<file path="config.mk">
export PLATFORM = sky130hd
export DESIGN_NAME = ram_req_ctrl_flat
export DESIGN_NICKNAME = d
export VERILOG_FILES = /design/src/rtl/ram_req_ctrl_if.sv /design/src/rtl/ram_req_ctrl.sv /design/src/flat_wrapper.sv
export SDC_FILE = /design/constraint.sdc
export NUM_CORES = 1
export LEC_CHECK = 0
export ABC_CLOCK_PERIOD_IN_PS = 2400
export BUFFER_PORTS_ARGS = -buffer_cell sky130_fd_sc_hd__buf_2
export CAP_MARGIN = 25
export CORE_MARGIN = 2
export CORE_UTILIZATION = 40
export CTS_BUF_LIST = sky130_fd_sc_hd__clkbuf_4 sky130_fd_sc_hd__clkbuf_8
export DETAILED_ROUTE_END_ITERATION = 10
export PLACE_DENSITY = 0.85
export REMOVE_ABC_BUFFERS = 1
export SYNTH_ARGS = -nofsm -noshare
export SYNTH_HDL_FRONTEND = slang
export SYNTH_SLANG_ARGS = --single-unit
</file>
<file path="constraint.sdc">
create_clock -name clk -period 2.4 [get_ports clk]
set_input_delay 0.12 -clock clk [delete_from_list [all_inputs] [get_ports clk]]
set_output_delay 0.12 -clock clk [all_outputs]
set_load 0.005 [all_outputs]
</file>
<file path="src/rtl/ram_req_ctrl_if.sv">
// ram_req_ctrl_if: request/response channel between a requester and ram_req_ctrl.
//   req_valid/req_ready/req_we/req_addr/req_wdata : request handshake
//   rsp_valid/rsp_ready/rsp_rdata                 : read response handshake
// Modports: master = requester side, slave = controller side.
interface ram_req_ctrl_if #(
  parameter int unsigned DATA_W = 8,
  parameter int unsigned ADDR_W = 6
);
  logic              req_valid;
  logic              req_ready;
  logic              req_we;
  logic [ADDR_W-1:0] req_addr;
  logic [DATA_W-1:0] req_wdata;
  logic              rsp_valid;
  logic              rsp_ready;
  logic [DATA_W-1:0] rsp_rdata;

  modport master (
    output req_valid, req_we, req_addr, req_wdata, rsp_ready,
    input  req_ready, rsp_valid, rsp_rdata
  );

  modport slave (
    input  req_valid, req_we, req_addr, req_wdata, rsp_ready,
    output req_ready, rsp_valid, rsp_rdata
  );
endinterface

</file>
<file path="src/rtl/ram_req_ctrl.sv">
// ram_req_ctrl: request/response front end for a DEPTH x DATA_W single-port RAM
// whose read port is a combinational read of a registered address.
// Ports:
//   clk, rst_n : clock, asynchronous active-low reset
//   bus        : ram_req_ctrl_if.slave (request and read-response handshakes)
//   ram_data, ram_addr, ram_we : drive the RAM input pins
//   ram_out    : RAM read data (for the address registered on the previous edge)
//   busy       : post-reset clear sequence in progress
// Optional feature: define RAM_REQ_CTRL_CLEAR_EN to zero-fill the whole RAM
// after reset (DEPTH cycles) before accepting requests.
module ram_req_ctrl #(
  parameter int unsigned DATA_W = 8,
  parameter int unsigned ADDR_W = 6,
  parameter int unsigned DEPTH  = 64
) (
  input  logic              clk,
  input  logic              rst_n,
  ram_req_ctrl_if.slave     bus,
  output logic [DATA_W-1:0] ram_data,
  output logic [ADDR_W-1:0] ram_addr,
  output logic              ram_we,
  input  logic [DATA_W-1:0] ram_out,
  output logic              busy
);

  if (DEPTH != (1 << ADDR_W)) begin : g_depth_check
    $error("ram_req_ctrl: DEPTH must equal 2**ADDR_W");
  end

`ifdef RAM_REQ_CTRL_CLEAR_EN
  typedef enum logic [1:0] {S_CLEAR, S_IDLE, S_RD_WAIT, S_RSP} state_t;
  localparam state_t RESET_STATE = S_CLEAR;
  localparam logic [ADDR_W-1:0] LAST_ADDR = ADDR_W'(DEPTH - 1);
  logic [ADDR_W-1:0] cnt_q, cnt_d;
`else
  typedef enum logic [1:0] {S_IDLE, S_RD_WAIT, S_RSP} state_t;
  localparam state_t RESET_STATE = S_IDLE;
`endif

  state_t            state_q, state_d;
  logic              rsp_valid_q, rsp_valid_d;
  logic [DATA_W-1:0] rsp_rdata_q, rsp_rdata_d;
  logic              req_ready;

  always_ff @(posedge clk or negedge rst_n) begin
    if (!rst_n) begin
      state_q     <= RESET_STATE;
      rsp_valid_q <= 1'b0;
      rsp_rdata_q <= '0;
`ifdef RAM_REQ_CTRL_CLEAR_EN
      cnt_q       <= '0;
`endif
    end else begin
      state_q     <= state_d;
      rsp_valid_q <= rsp_valid_d;
      rsp_rdata_q <= rsp_rdata_d;
`ifdef RAM_REQ_CTRL_CLEAR_EN
      cnt_q       <= cnt_d;
`endif
    end
  end

  always_comb begin
    state_d     = state_q;
    rsp_valid_d = rsp_valid_q;
    rsp_rdata_d = rsp_rdata_q;
    req_ready   = 1'b0;
    ram_we      = 1'b0;
    ram_addr    = bus.req_addr;
    ram_data    = bus.req_wdata;
`ifdef RAM_REQ_CTRL_CLEAR_EN
    cnt_d       = cnt_q;
`endif
    unique case (state_q)
`ifdef RAM_REQ_CTRL_CLEAR_EN
      S_CLEAR: begin
        ram_we   = 1'b1;
        ram_addr = cnt_q;
        ram_data = '0;
        cnt_d    = cnt_q + 1'b1;
        if (cnt_q == LAST_ADDR) begin
          cnt_d   = '0;
          state_d = S_IDLE;
        end
      end
`endif
      S_IDLE: begin
        req_ready = 1'b1;
        // Writes land on the accepting edge; a read leaves ram_we low so the
        // RAM registers the address on that same edge.
        ram_we = bus.req_valid & bus.req_we;
        if (bus.req_valid && !bus.req_we) begin
          state_d = S_RD_WAIT;
        end
      end
      S_RD_WAIT: begin
        rsp_rdata_d = ram_out;
        rsp_valid_d = 1'b1;
        state_d     = S_RSP;
      end
      S_RSP: begin
        if (rsp_valid_q && bus.rsp_ready) begin
          rsp_valid_d = 1'b0;
          state_d     = S_IDLE;
        end
      end
      default: state_d = RESET_STATE;
    endcase
  end

  assign bus.req_ready = req_ready;
  assign bus.rsp_valid = rsp_valid_q;
  assign bus.rsp_rdata = rsp_rdata_q;

`ifdef RAM_REQ_CTRL_CLEAR_EN
  assign busy = (state_q == S_CLEAR);
`else
  assign busy = 1'b0;
`endif

endmodule

</file>
<file path="src/flat_wrapper.sv">
// flat-port wrapper written by rule: the top's interface ports become plain ports
module ram_req_ctrl_flat 
#(
  parameter int unsigned DATA_W = 8,
  parameter int unsigned ADDR_W = 6,
  parameter int unsigned DEPTH  = 64
)
  (clk, rst_n, ram_data, ram_addr, ram_we, ram_out, busy, bus_req_valid, bus_req_we, bus_req_addr, bus_req_wdata, bus_rsp_ready, bus_req_ready, bus_rsp_valid, bus_rsp_rdata);
  ram_req_ctrl_if #(.DATA_W(DATA_W), .ADDR_W(ADDR_W)) bus_i ();
  input  logic clk;
  input  logic rst_n;
  output logic [DATA_W-1:0] ram_data;
  output logic [ADDR_W-1:0] ram_addr;
  output logic ram_we;
  input  logic [DATA_W-1:0] ram_out;
  output logic busy;
  input wire logic [$bits(bus_i.req_valid)-1:0] bus_req_valid;
  input wire logic [$bits(bus_i.req_we)-1:0] bus_req_we;
  input wire logic [$bits(bus_i.req_addr)-1:0] bus_req_addr;
  input wire logic [$bits(bus_i.req_wdata)-1:0] bus_req_wdata;
  input wire logic [$bits(bus_i.rsp_ready)-1:0] bus_rsp_ready;
  output wire logic [$bits(bus_i.req_ready)-1:0] bus_req_ready;
  output wire logic [$bits(bus_i.rsp_valid)-1:0] bus_rsp_valid;
  output wire logic [$bits(bus_i.rsp_rdata)-1:0] bus_rsp_rdata;
  assign bus_i.req_valid = bus_req_valid;
  assign bus_i.req_we = bus_req_we;
  assign bus_i.req_addr = bus_req_addr;
  assign bus_i.req_wdata = bus_req_wdata;
  assign bus_i.rsp_ready = bus_rsp_ready;
  assign bus_req_ready = bus_i.req_ready;
  assign bus_rsp_valid = bus_i.rsp_valid;
  assign bus_rsp_rdata = bus_i.rsp_rdata;
  ram_req_ctrl #(.DATA_W(DATA_W), .ADDR_W(ADDR_W), .DEPTH(DEPTH)) u_core (.clk(clk), .rst_n(rst_n), .bus(bus_i), .ram_data(ram_data), .ram_addr(ram_addr), .ram_we(ram_we), .ram_out(ram_out), .busy(busy));
endmodule
</file>
* Yosys cells after proc, flatten, opt, wreduce, memory -nomap -nowiden
Cells that the tools add are included.
Storage, ports and cells: bits in registers 11, input port bits 27, output and inout bits 26, logic and storage cells 22
Cells by class: eq/ne operators 4, muxes and demuxes 7, bitwise operators 1, reductions and logical operators 7
Operators with widths (number):
- $pmux W2 S3 | 1
- $mux W2 | 2
- $ne A2 B1 Y1 const B | 2
- $reduce_and A2 Y1 | 2
- $mux W1 | 3
- $eq A2 B1 Y1 const B | 1
- $eq A2 B2 Y1 const B | 1
- $logic_and A1 B1 Y1 | 2
- $logic_not A2 Y1 | 1
- $pmux W1 S2 | 1
- $reduce_bool A2 Y1 | 1
- $and A1 B1 Y1 | 1
- $logic_not A1 Y1 | 1

* Depth between registers and ports, before layout
word-level depth 4, gate-level depth with buffers 3, gate-level depth less buffers 2

* Worst setup path before layout
No wires, ideal clock.
path type register to register, from register u_core.state_q[0], to register u_core.rsp_rdata_q[0] (netlist: u_core.bus.rsp_rdata[0]), setup time 0.125 ns, arrival 0.962 ns, required time 2.275 ns, slack 1.313 ns, stages on the path, launching flop included 4, path buffers 1, clock period less this slack 1.087 ns, cells stage by stage dfrtp_1 nor2b_2 buf_6 mux2_4
Between the ends: word-level cells in the longest chain between the ends 1
Ends and longest elaborated chain:
- start: declaration | RTL line ram_req_ctrl.sv:40 | state_t state_q, state_d;
- start signal: assignment | RTL line ram_req_ctrl.sv:54 | state_q <= state_d;
- $eq A2 B1 Y1 | RTL line ram_req_ctrl.sv:74 | unique case (state_q)
- end signal: assignment | RTL line ram_req_ctrl.sv:56 | rsp_rdata_q <= rsp_rdata_d;
- end: declaration | RTL line ram_req_ctrl.sv:42 | logic [DATA_W-1:0] rsp_rdata_q, rsp_rdata_d;
No other way between the ends. A chain may end at the register's enable or synchronous reset.

* Worst setup path in the final report
from register u_core.state_q[0], to register u_core.rsp_rdata_q[1] (netlist: u_core.bus.rsp_rdata[1])
The elaborated chain is that of the path after synthesis.

==> impl_summary.txt <==
----------------------------------------------------
[Drt]
  Wire length per cell after detailed routing ... around 16 um
  Via-per-instance ratio ... 4.86
  Number of DRC violations after detailed routing ... 0
  Sum of routed wire segments on met1 ... around 430 um
  Sum of met3 wire segment lengths after detailed routing ... approximately 180 um
  Final Routed Wirelength ... about 1100 um
  Via count ... about 360
  Remaining antenna violation count ... 0
  Number of DRC markers in iteration 0 ... 0
  Number of detailed-routing iterations run before antenna repair ... 1
  Routed wire length on met2 ... 518 um
  Max layer used ... met3

[Min path]
  Hold path cells ... 2
  Type of the most critical hold path ... input port to flop

[GRT]
  Global-route wire length before repair ... around 1700 um
  Total routing usage reported by global routing ... 0.130
  Total overflow reported by the global router ... 0
  Number of antenna violations at the first check in global routing ... 0
  Number of global-route vias before repair ... around 350
  Pin count of the biggest net entering global routing ... 12

[Logic synthesis]
  Compound-gate portion of the synthesized area ... 0.0298
  Cell type with the highest aggregate area in the netlist ... dfrtp_1
  Top cells by instance count after synthesis ... buf_4 (15), dfrtp_1 (11), mux2_4 (8), nor2_1 (2)
  Number of storage elements in the synthesis netlist ... 11
  Number of warning messages in the yosys log ... 0
  Synth async-reset ratio ... 1.00
  Proportion of netlist area held by the largest area contributor ... 0.468
  Number of enable-type register cells in the synthesized netlist ... 0
  Mux contribution to synthesized area ... 0.204
  Post-synthesis area per instance ... ~13 um^2
  Combinational family with the most area after synthesis ... buffers and inverters
  Proportion of synthesized chip area in sequential cells ... 0.468
  Biggest area contributors in the synthesized netlist ... dfrtp_1 (47%), mux2_4 (20%), buf_4 (19%), buf_6 (1.9%), a21o_2 (1.5%)
  Synth Area in Simple Gates ... 0.0745
  XOR/XNOR share of the synthesized area ... 0
  Synthesized netlist cell count ... 46
  Mapped cell area ... slightly below 600 um^2
  Synth Area in Adders ... 0
  Main synth FF type ... dfrtp_1
  Netlist cell types ... 14
  Most used standard cell by instance count after synthesis ... buf_4

[Clock network]
  Maximum level of the CTS H-tree ... 1
  CTS tree ... built
  Clock latency of the later-clocked register in the worst-skew pair ... roughly 0.26 ns
  CTS Hold Buffers Added ... 1
  # resized after CTS ... 0
  Number of buffers between clock root and the deepest sink ... 2
  CTS root buf ... clkbuf_4
  Clock transition at the register clock pins on the worst setup and hold paths after CTS ... 0.07 ns
  Number of sinks on the clock net ... 11
  Buffer count from post-CTS setup fixing ... 0
  TritonCTS Buffers ... 3

[Cells and area]
  Final-layout fill cell count ... between 100 and 150
  Relative area change from synthesis to final layout ... 8.09%
  Fin cells ... 73
  Final #Nets ... 86
  Finished Cell Area ... 636 um^2
  Fraction of final layout cells sized beyond drive strength 1 ... 0.655
  Number of antenna cells inserted ... 0
  Core utilization of the finished layout ... 0.477

[Setup path]
  Launching element type of the critical path ... flop
  CP required ... 2.55 ns
  Capturing element type of the critical path ... flop
  Worst-path fanout max ... 9
  Worst R2R Path Depth ... 2
  Critical path data arrival time ... roughly 1.6 ns
  Type of the worst setup path ... flop to flop

[STA]
  Clock period minus worst slack ... ~1.4 ns
  Final setup TNS ... 0 ns
  Final hold vios ... 0
  RSZ-0062 raised after global routing ... no
  Highest achievable clock rate ... between 700 and 800 MHz
  Final setup violation count ... 0
  Number of max-slew violations in the final report ... 0
  Ratio of final minimum period to clock period ... 0.594
  Pin slew with the least headroom to its limit ... 0.617 ns
  Final worst clock skew ... 0.00386 ns
  Relative slew slack ... 0.587

[Pwr]
  Leak Pwr ... roughly 0.34 nW
  Maximum vdd drop ... 0.530 mV
  P per Cell Area ... between 1000 and 1500 nW/um^2

[Placement]
  Number of buffers added on ports ... 23
  Placed instance count ... 68
  Dpl hpwl ... about 900 um
  RD Place Congestion ... 0.636
  Cell area reported after detailed placement ... about 600 um^2

[Floorplanning]
  Std-Cell Core Area ... approximately 1300 um^2
  Die area ... 1790 um^2
  Height of the chip ... 42.3 um
  Width of the die ... between 40 and 50 um
  Number of standard-cell rows in the floorplan ... 13
  # IOs ... between 50 and 60
  Initial Util ... 0.441

[Flow run]
  Reported max-cap violation count ... 0

[Outcome]
  Result of the run ... complete, no violations

----------------------------------------------------
-- metal layers --
layer,up-vias,GRT usage
met2,28,0.157
li1,157,-
met1,170,0.146
met3,0,0.121
met5,-,0.100
met4,0,0.0563
-- area by class of cell --
class,count,area [um^2],area share
clock inverters,1,5.00,0.00787
multi-input cells,18,185,0.291
inverters,1,3.75,0.00591
clock buffers,3,22.5,0.0354
well taps,15,18.8,0.0295
repair buffers,24,125,0.197
flip-flops and latches,11,275,0.433
-- cells in the final DEF (no fill, tap or decap) --
cell type	count
clkbuf_4	3
dfrtp_1	11
nor2b_2	1
inv_1	1
clkinv_2	1
a21o_2	1
mux2_4	8
conb_1	1
dlygate4sd3_1	1
and2b_2	1
nand2_1	1
nor4b_1	1
a221oi_1	1
and3_1	1
nor2_1	2
buf_2	23
-- critical path: stages (launching register included) --
cell	delay [ns]
dfrtp_1	0.40
nor2b_2	0.56
mux2_4	0.35
-- state kept, by name, indices dropped and copies added, names as in the netlist --
signal / flops
u_core.bus.rsp_rdata: 8
u_core.bus.rsp_valid: 1
u_core.state_q: 2
-- power breakdown --
part           internal, mW  switching (mW)
Clock                0.0616          0.0622
Sequential            0.272          0.0567
Combinational         0.189          0.0933
-- worst paths after layout --
check                           slack [ns]               from                 endpoint
worst min-delay path                  0.02         bus_req_we        u_core.state_q[0]
worst max-delay path                  0.98  u_core.state_q[0]  u_core.bus.rsp_rdata[1]
worst max register to register        0.98  u_core.state_q[0]  u_core.bus.rsp_rdata[1]
min in group asynchronous             0.24              rst_n        u_core.state_q[0]
max in group asynchronous             1.96              rst_n  u_core.bus.rsp_rdata[0]
worst min register to register        0.50  u_core.state_q[0]        u_core.state_q[0]
-- per-stage QoR --
stage / hold slack (ns) / total power [mW] / worst slack (ns)
after floorplan: -0.176 / 0.497 / 1.13
after global placement: -0.00638 / 0.609 / 1.03
after detailed placement: -0.00433 / 0.618 / 0.981
after CTS: 0.0121 / 0.747 / 0.971
after global routing: 0.0106 / 0.782 / 0.907
final: 0.0182 / 0.736 / 0.976
-- kinds of logic after synthesis --
kind of cell,count (synthesis)
AOI/OAI and AO/OA,2
muxes,8
DFF,11
other,1
buffers and inverters,17
and+or+nand+nor,7
No activity file was read; power rests on OpenSTA's default activity.
